`src/rtl/reg_file_mp_if.sv`:
```
// reg_file_mp_if: write, read and status bundle for the multi-port register file
//   master: writeback/decode side (drives writes, read addresses, clear request)
//   slave : register file (drives read data, wr_ready_o, busy_o, done_o)
interface reg_file_mp_if #(
    parameter int DATA_W = 16,
    parameter int ADDR_W = 3,
    parameter int NUM_RD = 2
);
    logic                     wa_en_i;
    logic [ADDR_W-1:0]        wa_addr_i;
    logic [DATA_W-1:0]        wa_data_i;
    logic                     wb_en_i;
    logic [ADDR_W-1:0]        wb_addr_i;
    logic [DATA_W-1:0]        wb_data_i;
    logic [NUM_RD*ADDR_W-1:0] rd_addr_i;
    logic [NUM_RD*DATA_W-1:0] rd_data_o;
    logic                     clr_i;
    logic                     wr_ready_o;
    logic                     busy_o;
    logic                     done_o;
    modport master (
        output wa_en_i, wa_addr_i, wa_data_i, wb_en_i, wb_addr_i, wb_data_i, rd_addr_i, clr_i,
        input  rd_data_o, wr_ready_o, busy_o, done_o
    );
    modport slave (
        input  wa_en_i, wa_addr_i, wa_data_i, wb_en_i, wb_addr_i, wb_data_i, rd_addr_i, clr_i,
        output rd_data_o, wr_ready_o, busy_o, done_o
    );
endinterface

```
`src/rtl/reg_file_mp.sv`:
```
// reg_file_mp: 2-write / NUM_RD-read register file with clear sweep after reset and on request
//   clk_i  : clock, rising edge
//   rst_ni : asynchronous active-low reset (restarts the clear sweep)
//   bus    : write ports A/B (B wins), packed read ports, clr_i, wr_ready_o, busy_o, done_o
module reg_file_mp #(
    parameter int DATA_W   = 16,
    parameter int ADDR_W   = 3,
    parameter int NUM_RD   = 2,
    parameter int ZERO_REG = 1,
    parameter int BYPASS   = 1
) (
    input logic           clk_i,
    input logic           rst_ni,
    reg_file_mp_if.slave  bus
);
    localparam int DEPTH = 2 ** ADDR_W;
    typedef enum logic {IDLE, CLEAR} state_t;
    state_t              state;
    logic [ADDR_W-1:0]   clr_cnt;
    logic [DATA_W-1:0]   mem [DEPTH];
    logic                busy;
    logic                wa_acc;
    logic                wb_acc;
    assign busy           = state == CLEAR;
    assign bus.busy_o     = busy;
    assign bus.wr_ready_o = !busy;
    // accepted writes: not sweeping, enabled, and not aimed at a hardwired zero entry
    assign wa_acc = !busy && bus.wa_en_i && !(ZERO_REG != 0 && bus.wa_addr_i == '0);
    assign wb_acc = !busy && bus.wb_en_i && !(ZERO_REG != 0 && bus.wb_addr_i == '0);
    always_ff @(posedge clk_i or negedge rst_ni) begin
        if (!rst_ni) begin
            state       <= CLEAR;
            clr_cnt     <= '0;
            bus.done_o  <= 1'b0;
        end else begin
            bus.done_o <= 1'b0;
            if (state == CLEAR) begin
                clr_cnt <= clr_cnt + 1'b1;
                // all-ones is DEPTH-1: last entry written, counter wraps to 0 on exit
                if (clr_cnt == '1) begin
                    state      <= IDLE;
                    bus.done_o <= 1'b1;
                end
            end else if (bus.clr_i) begin
                state   <= CLEAR;
                clr_cnt <= '0;
            end
        end
    end
    // storage has no reset; B is written after A so it wins on an address collision
    always_ff @(posedge clk_i) begin
        if (busy) mem[clr_cnt] <= '0;
        if (wa_acc) mem[bus.wa_addr_i] <= bus.wa_data_i;
        if (wb_acc) mem[bus.wb_addr_i] <= bus.wb_data_i;
    end
    for (genvar k = 0; k < NUM_RD; k++) begin : g_rd
        logic [ADDR_W-1:0] a;
        assign a = bus.rd_addr_i[k*ADDR_W +: ADDR_W];
        assign bus.rd_data_o[k*DATA_W +: DATA_W] =
            (ZERO_REG != 0 && a == '0)                  ? '0 :
            (BYPASS != 0 && wb_acc && a == bus.wb_addr_i) ? bus.wb_data_i :
            (BYPASS != 0 && wa_acc && a == bus.wa_addr_i) ? bus.wa_data_i :
                                                            mem[a];
    end
endmodule

```
`src/flat_wrapper.sv`:
```
// flat-port wrapper written by rule: the top's interface ports become plain ports
module reg_file_mp_flat 
#(
    parameter int DATA_W   = 16,
    parameter int ADDR_W   = 3,
    parameter int NUM_RD   = 2,
    parameter int ZERO_REG = 1,
    parameter int BYPASS   = 1
)
  (clk_i, rst_ni, bus_wa_en_i, bus_wa_addr_i, bus_wa_data_i, bus_wb_en_i, bus_wb_addr_i, bus_wb_data_i, bus_rd_addr_i, bus_clr_i, bus_rd_data_o, bus_wr_ready_o, bus_busy_o, bus_done_o);
  reg_file_mp_if #(.DATA_W(DATA_W), .ADDR_W(ADDR_W), .NUM_RD(NUM_RD)) bus_i ();
  input logic clk_i;
  input logic rst_ni;
  input wire logic [$bits(bus_i.wa_en_i)-1:0] bus_wa_en_i;
  input wire logic [$bits(bus_i.wa_addr_i)-1:0] bus_wa_addr_i;
  input wire logic [$bits(bus_i.wa_data_i)-1:0] bus_wa_data_i;
  input wire logic [$bits(bus_i.wb_en_i)-1:0] bus_wb_en_i;
  input wire logic [$bits(bus_i.wb_addr_i)-1:0] bus_wb_addr_i;
  input wire logic [$bits(bus_i.wb_data_i)-1:0] bus_wb_data_i;
  input wire logic [$bits(bus_i.rd_addr_i)-1:0] bus_rd_addr_i;
  input wire logic [$bits(bus_i.clr_i)-1:0] bus_clr_i;
  output wire logic [$bits(bus_i.rd_data_o)-1:0] bus_rd_data_o;
  output wire logic [$bits(bus_i.wr_ready_o)-1:0] bus_wr_ready_o;
  output wire logic [$bits(bus_i.busy_o)-1:0] bus_busy_o;
  output wire logic [$bits(bus_i.done_o)-1:0] bus_done_o;
  assign bus_i.wa_en_i = bus_wa_en_i;
  assign bus_i.wa_addr_i = bus_wa_addr_i;
  assign bus_i.wa_data_i = bus_wa_data_i;
  assign bus_i.wb_en_i = bus_wb_en_i;
  assign bus_i.wb_addr_i = bus_wb_addr_i;
  assign bus_i.wb_data_i = bus_wb_data_i;
  assign bus_i.rd_addr_i = bus_rd_addr_i;
  assign bus_i.clr_i = bus_clr_i;
  assign bus_rd_data_o = bus_i.rd_data_o;
  assign bus_wr_ready_o = bus_i.wr_ready_o;
  assign bus_busy_o = bus_i.busy_o;
  assign bus_done_o = bus_i.done_o;
  reg_file_mp #(.DATA_W(DATA_W), .ADDR_W(ADDR_W), .NUM_RD(NUM_RD), .ZERO_REG(ZERO_REG), .BYPASS(BYPASS)) u_core (.clk_i(clk_i), .rst_ni(rst_ni), .bus(bus_i));
endmodule
```
`config.mk`:
```
export PLATFORM = sky130hd
export DESIGN_NAME = reg_file_mp_flat
export DESIGN_NICKNAME = d
export VERILOG_FILES = /design/src/rtl/reg_file_mp_if.sv /design/src/rtl/reg_file_mp.sv /design/src/flat_wrapper.sv
export SDC_FILE = /design/constraint.sdc
export NUM_CORES = 1
export LEC_CHECK = 0
export ABC_CLOCK_PERIOD_IN_PS = 3420
export CAP_MARGIN = 20
export CORE_AREA = 5 5 173 142
export CTS_CLUSTER_DIAMETER = 200
export CTS_CLUSTER_SIZE = 10
export DETAILED_ROUTE_END_ITERATION = 10
export DIE_AREA = 0 0 178 147
export PLACE_DENSITY = 0.66
export SLEW_MARGIN = 20
export SYNTH_ARGS = -nofsm -noshare
export SYNTH_HDL_FRONTEND = slang
export SYNTH_SLANG_ARGS = --single-unit
export TNS_END_PERCENT = 20
```
`constraint.sdc`:
```
create_clock -name clk_i -period 3.42 [get_ports clk_i]
set_clock_uncertainty 0.1 [all_clocks]
set_input_delay 1.026 -clock clk_i [delete_from_list [all_inputs] [get_ports clk_i]]
set_output_delay 1.026 -clock clk_i [all_outputs]
set_load 0.03 [all_outputs]
```
# Word-level counts from Yosys, hierarchy flattened
# Memories as Yosys holds them, arrays and structs flattened.
# Index checks and enable logic that the tools add are counted.
[op_classes] mux=22 n_reduce_logical=17 addsub=1 n_eq_ne=5
[ops] operator="2-to-1 mux 16 bit" count=7
[ops] operator="OR reduction 16 bit" count=1
[ops] operator="equality test 3 bit" count=4
[ops] operator="zero test 3 bit" count=4
[ops] operator="2-to-1 mux 1 bit" count=12
[ops] operator="2-to-1 mux 3 bit" count=3
[ops] operator="logical AND 1 bit" count=8
[ops] operator="adder 3 x 1 -> 3 bit (second input constant)" count=1
[ops] operator="equality test 3 bit (second input constant)" count=1
[ops] operator="zero test 1 bit" count=3
[ops] operator="nonzero test 2 bit" count=1
[word_totals] word_cells=49 output_inout_bits=35 mem_bits_rw=128 in_bits=49 ff_bits=5 memories=1
[mem_list] memory="u_core.mem" words=8 word_bits=16 read_ports=2 rd_clocked_by_memory_dff=0 write_ports=2 line_no="reg_file_mp.sv:20" source="logic [DATA_W-1:0] mem [DEPTH];"

# Depth between registers and ports, before layout
[depth] ltp_word=7 mapped_depth=8 mapped_depth_nobuf=4

# Worst setup path after synthesis
# No wires, ideal clock.
[synth_timing] path_type="input to output" from="input port bus_rd_addr_i[1]" to="output port bus_rd_data_o[10]" path_slack_ns=-0.289 t_required_ns=2.294 arrival_time_ns=2.583 n_path_buf=3 path_stages=7 cell_sequence="buf_2 -> xnor2_1 -> nand3_2 -> or2_0 -> clkbuf_1 -> buf_2 -> a31oi_1"
[synth_via] elab_chain_len=5 elab_cells_between_ends=9 classes_between="2 x eq/ne; 3 x mux; 3 x reduce/logical; 1 x memory"
[synth_lines] element="start: declaration" line_no="flat_wrapper.sv:20" source="input wire logic [$bits(bus_i.rd_addr_i)-1:0] bus_rd_addr_i;"
[synth_lines] element="branches (longest 4 deep; another with memory read (8 x 16 bit))"
[synth_lines] element="2-to-1 mux 16 bit *" line_no="reg_file_mp.sv:60" source="(ZERO_REG != 0 && a == '0) ? '0 :"
[synth_lines] element="end: declaration" line_no="flat_wrapper.sv:22" source="output wire logic [$bits(bus_i.rd_data_o)-1:0] bus_rd_data_o;"
# Every way passes the cells marked *.

# Worst setup path after layout
[layout_timing] from="input port bus_rd_addr_i[0]" to="output port bus_rd_data_o[9]"
# Same word-level chain as after synthesis.

==> results.md <==
* Worst path buffer plus inverter count at 5
* Initial antenna violation count at 1
* WHS Path Cells at 1
* Measured slew at the worst slew-check pin at 0.575 ns
* Crit path kind: in -> out
* Post-synth cell types at 45
* Top delay family on crit path: multiplexers
* # rows at 50
* Seq pwr share at 33.7%
* DP HPWL at 20400 um
* # DRC at 0
* Max incr delay on CP at 0.50 ns
* Wire per inst at 23.2 um
* Final critical-path setup slack at -0.312 ns
* CTS tree: built
* Most frequent cells in the layout: nand2_1, edfxtp_1, o21ai_0, buf_4, mux4_2
* Synthesized instance count at 781
* Critical Path AT at 2.61 ns
* Most frequent CP cell: buf_12
* Initial Utilization at 38.9%
* Via count at 7389
* YS warnings at 0
* Worst hold endpoint: u_core.clr_cnt[0]
* Crit-path cells: buf_12 > buf_12 > buf_12 > buf_12 > mux4_2 > mux2_4 > o21ai_4 > a31oi_4 > buf_6
* Post-route minimum period at 3.73 ns
* Die Area at 26200 um^2
* Comb pwr share at 44.1%
* Maximum buffer depth of the clock tree at 2
* Core ar. at 22800 um^2
* Synth Flop Type: edfxtp_1
* Synth Register Bits at 133
* Final GP Congestion at 0.887
* CTS sink count at 133
* TritonRoute pass-1 iters at 8
* Syn Nets at 832
* FF-to-FF setup slack at 1.18 ns
* Clk root buf: clkbuf_16
* CTS Buf Count at 17
* N_diodes at 0
* Status: finished with violations
* Synthesized area per cell at 11.4 um^2
* Mapped Area at 8880 um^2
* Final Hold Vio Count at 0
* Crit Path Max Fanout at 5
* Via density per instance at 5.87
* Layout Nets at 984
* R2R depth at 7
* Num ports at 84
* Post-synth EDFFs at 128
* Total Wirelength at 29200 um
* H-Tree Depth at 4
* Die X at 178 um
* Critical path required time at 2.29 ns
* Crit-path slowest cell: mux4_2
* GRT Util Overall at 22.4%
* Top area cells in the synthesized netlist: edfxtp_1, mux4_1, o21ai_0
* Failing checks: setup timing
* Peak supply drop at 0.359 mV
* Clock slew seen by the registers of the worst setup and hold paths at 0.06 ns
* Port-buffer cells at 83
* Synth async-reset ratio at 3.76%
* Critical R2R Capture: u_core.mem[2][9]
* Hold Crit Class: reg -> reg
* Number of global-route vias before repair at 7506
* Internal Pwr Total at 5200 uW
* CP startpoint kind: input pin
* Commonest non-fill, non-tap cell in the layout: nand2_1
* Worst Min Path Start: u_core.clr_cnt[0]
* Post-DRT Antenna Nets at 0
* Switching Share at 36.0%
* Share of the yosys chip area belonging to registers at 44.7%
* Max-slew violation count at 0
* PwrDens at 631 nW/um^2
* First-pass GRT wire length at 44700 um
* Insertion delay of the later-clocked pin in the worst-skew pair at 0.42 ns
* CP endpoint kind: output pin
* Dominant cell type by area after synthesis: edfxtp_1
* Sw power at 2920 uW
* Max Cap Viol at 0
* RSZ-0062 raised after global routing: yes
* Slew margin rel. at 61.6%
* Pin count of the biggest net entering global routing at 31
* Worst reg2reg startpoint: u_core.bus.busy_o
* Clock power share at 22.2%
* Layout cells sized above 1 at 46.8%
* Synth top area share at 43.3%
* Final period utilization at 109%
* DR iter-0 viols at 719
* Area Overhead vs Synth at 45.1%
* Endpoints failing setup at 32
* Pleak at 0.00461 uW
* Die H at 147 um
* Fill count at 1783
* Grt ovf at 0
* Setup_tns at -6.41 ns
* Fmax at 0.268 GHz
* Util after Layout at 56.4%
[logic make-up after synthesis]
logic type	synth area share [%]
simple gates	9.97
fa+ha+maj	0.282
xor+xnor	1.18
mux	22.5
compound gates	14.8
buf+inv	6.48
flops	44.7
[power groups by stage]
stage	clock network (uW)	logic, uW	registers (uW)
after global routing	1900	3760	2770
after CTS	1810	3540	2710
after floorplan	0	1960	2630
after global placement	0	3080	2680
after detailed placement	0	3110	2720
final	1800	3580	2730
[synth_stat cells, types with 2 or more instances]
cell type	number
o21ai_0	140
nand2_1	133
edfxtp_1	128
mux4_1	53
clkbuf_1	47
nand3_1	34
o31ai_1	34
a31oi_1	32
mux2_2	32
buf_2	23
inv_1	21
xnor2_1	12
mux4_2	11
buf_6	10
buf_4	7
o21bai_1	7
o21ai_1	6
dfrtp_1	4
buf_1	3
clkbuf_2	3
nor2_1	3
nor3_1	3
nor4_2	3
a21oi_1	2
and2_1	2
and3_1	2
and4_1	2
ha_1	2
nand2b_4	2
nand3_2	2
nor2b_1	2
nor3b_1	2
o32a_1	2
[worst max-delay path by stage]
stage / startpoint / to / slack [ns] / cells after the start
floorplan: bus_rd_addr_i[3] / bus_rd_data_o[23] / -0.02 / 6
global placement: bus_rd_addr_i[2] / bus_rd_data_o[0] / -0.97 / 7
detailed placement: bus_rd_addr_i[2] / bus_rd_data_o[0] / -0.97 / 7
CTS: bus_rd_addr_i[0] / bus_rd_data_o[9] / -0.29 / 9
global route: bus_rd_addr_i[0] / bus_rd_data_o[9] / -0.33 / 9
finish: bus_rd_addr_i[0] / bus_rd_data_o[9] / -0.31 / 9
[layer usage]
layer	global-route usage (%)	wire (um)	up-vias
met4	6.76	677	2
met5	0	7	-
met1	30.2	11700	3627
met3	6.15	3060	47
li1	-	-	3295
met2	35.6	13700	418
[flip-flops by register name, indices dropped and copies added, names as in the netlist]
| signal | cells |
|---|---|
| u_core.bus.busy_o | 1 |
| u_core.clr_cnt | 3 |
| u_core.mem | 128 |
| u_core.bus.done_o | 1 |
[what timing repair did]
item                                    in CTS  in global routing
gates resized for setup                    265                 24
gates cloned                                 7                  0
hold buffers                                 0                  0
endpoints found under the setup margin      32                 32
setup buffers                               17                  5
pin swaps                                   19                 16
[cell type report]
type                    count  area, um^2  area share (%)
repair buffers            227        2480            19.3
clock buffers              17         425            3.30
flip-flops and latches    133        3970            30.8
clock inverters            15         161            1.25
well taps                 312         390            3.03
inverters                  21        78.8           0.612
multi-input cells         533        5370            41.7
[stage by stage]
step | cells | power (uW) | hold slack [ns] | setup slack (ns) | instance area (um^2)
6_report | 1258 | 8120 | 0.474 | -0.312 | 12900
5_1_grt | 1258 | 8430 | 0.486 | -0.333 | 12900
4_1_cts | 1254 | 8060 | 0.471 | -0.286 | 12800
3_5_place_dp | 1198 | 5830 | 0.459 | -0.966 | 11300
3_3_place_gp | 1198 | 5760 | 0.436 | -0.968 | 11300
2_1_floorplan | 781 | 4590 | 0.397 | -0.0161 | 9590
[worst register-to-register path: cells and delay by family, from the launching register on]
family | cells | cell delay [ns]
buffers and inverters | 3 | 0.65
AOI/OAI and AO/OA | 2 | 0.48
DFF | 1 | 0.40
and+or+nand+nor | 2 | 0.29
No activity file was read; power rests on OpenSTA's default activity.
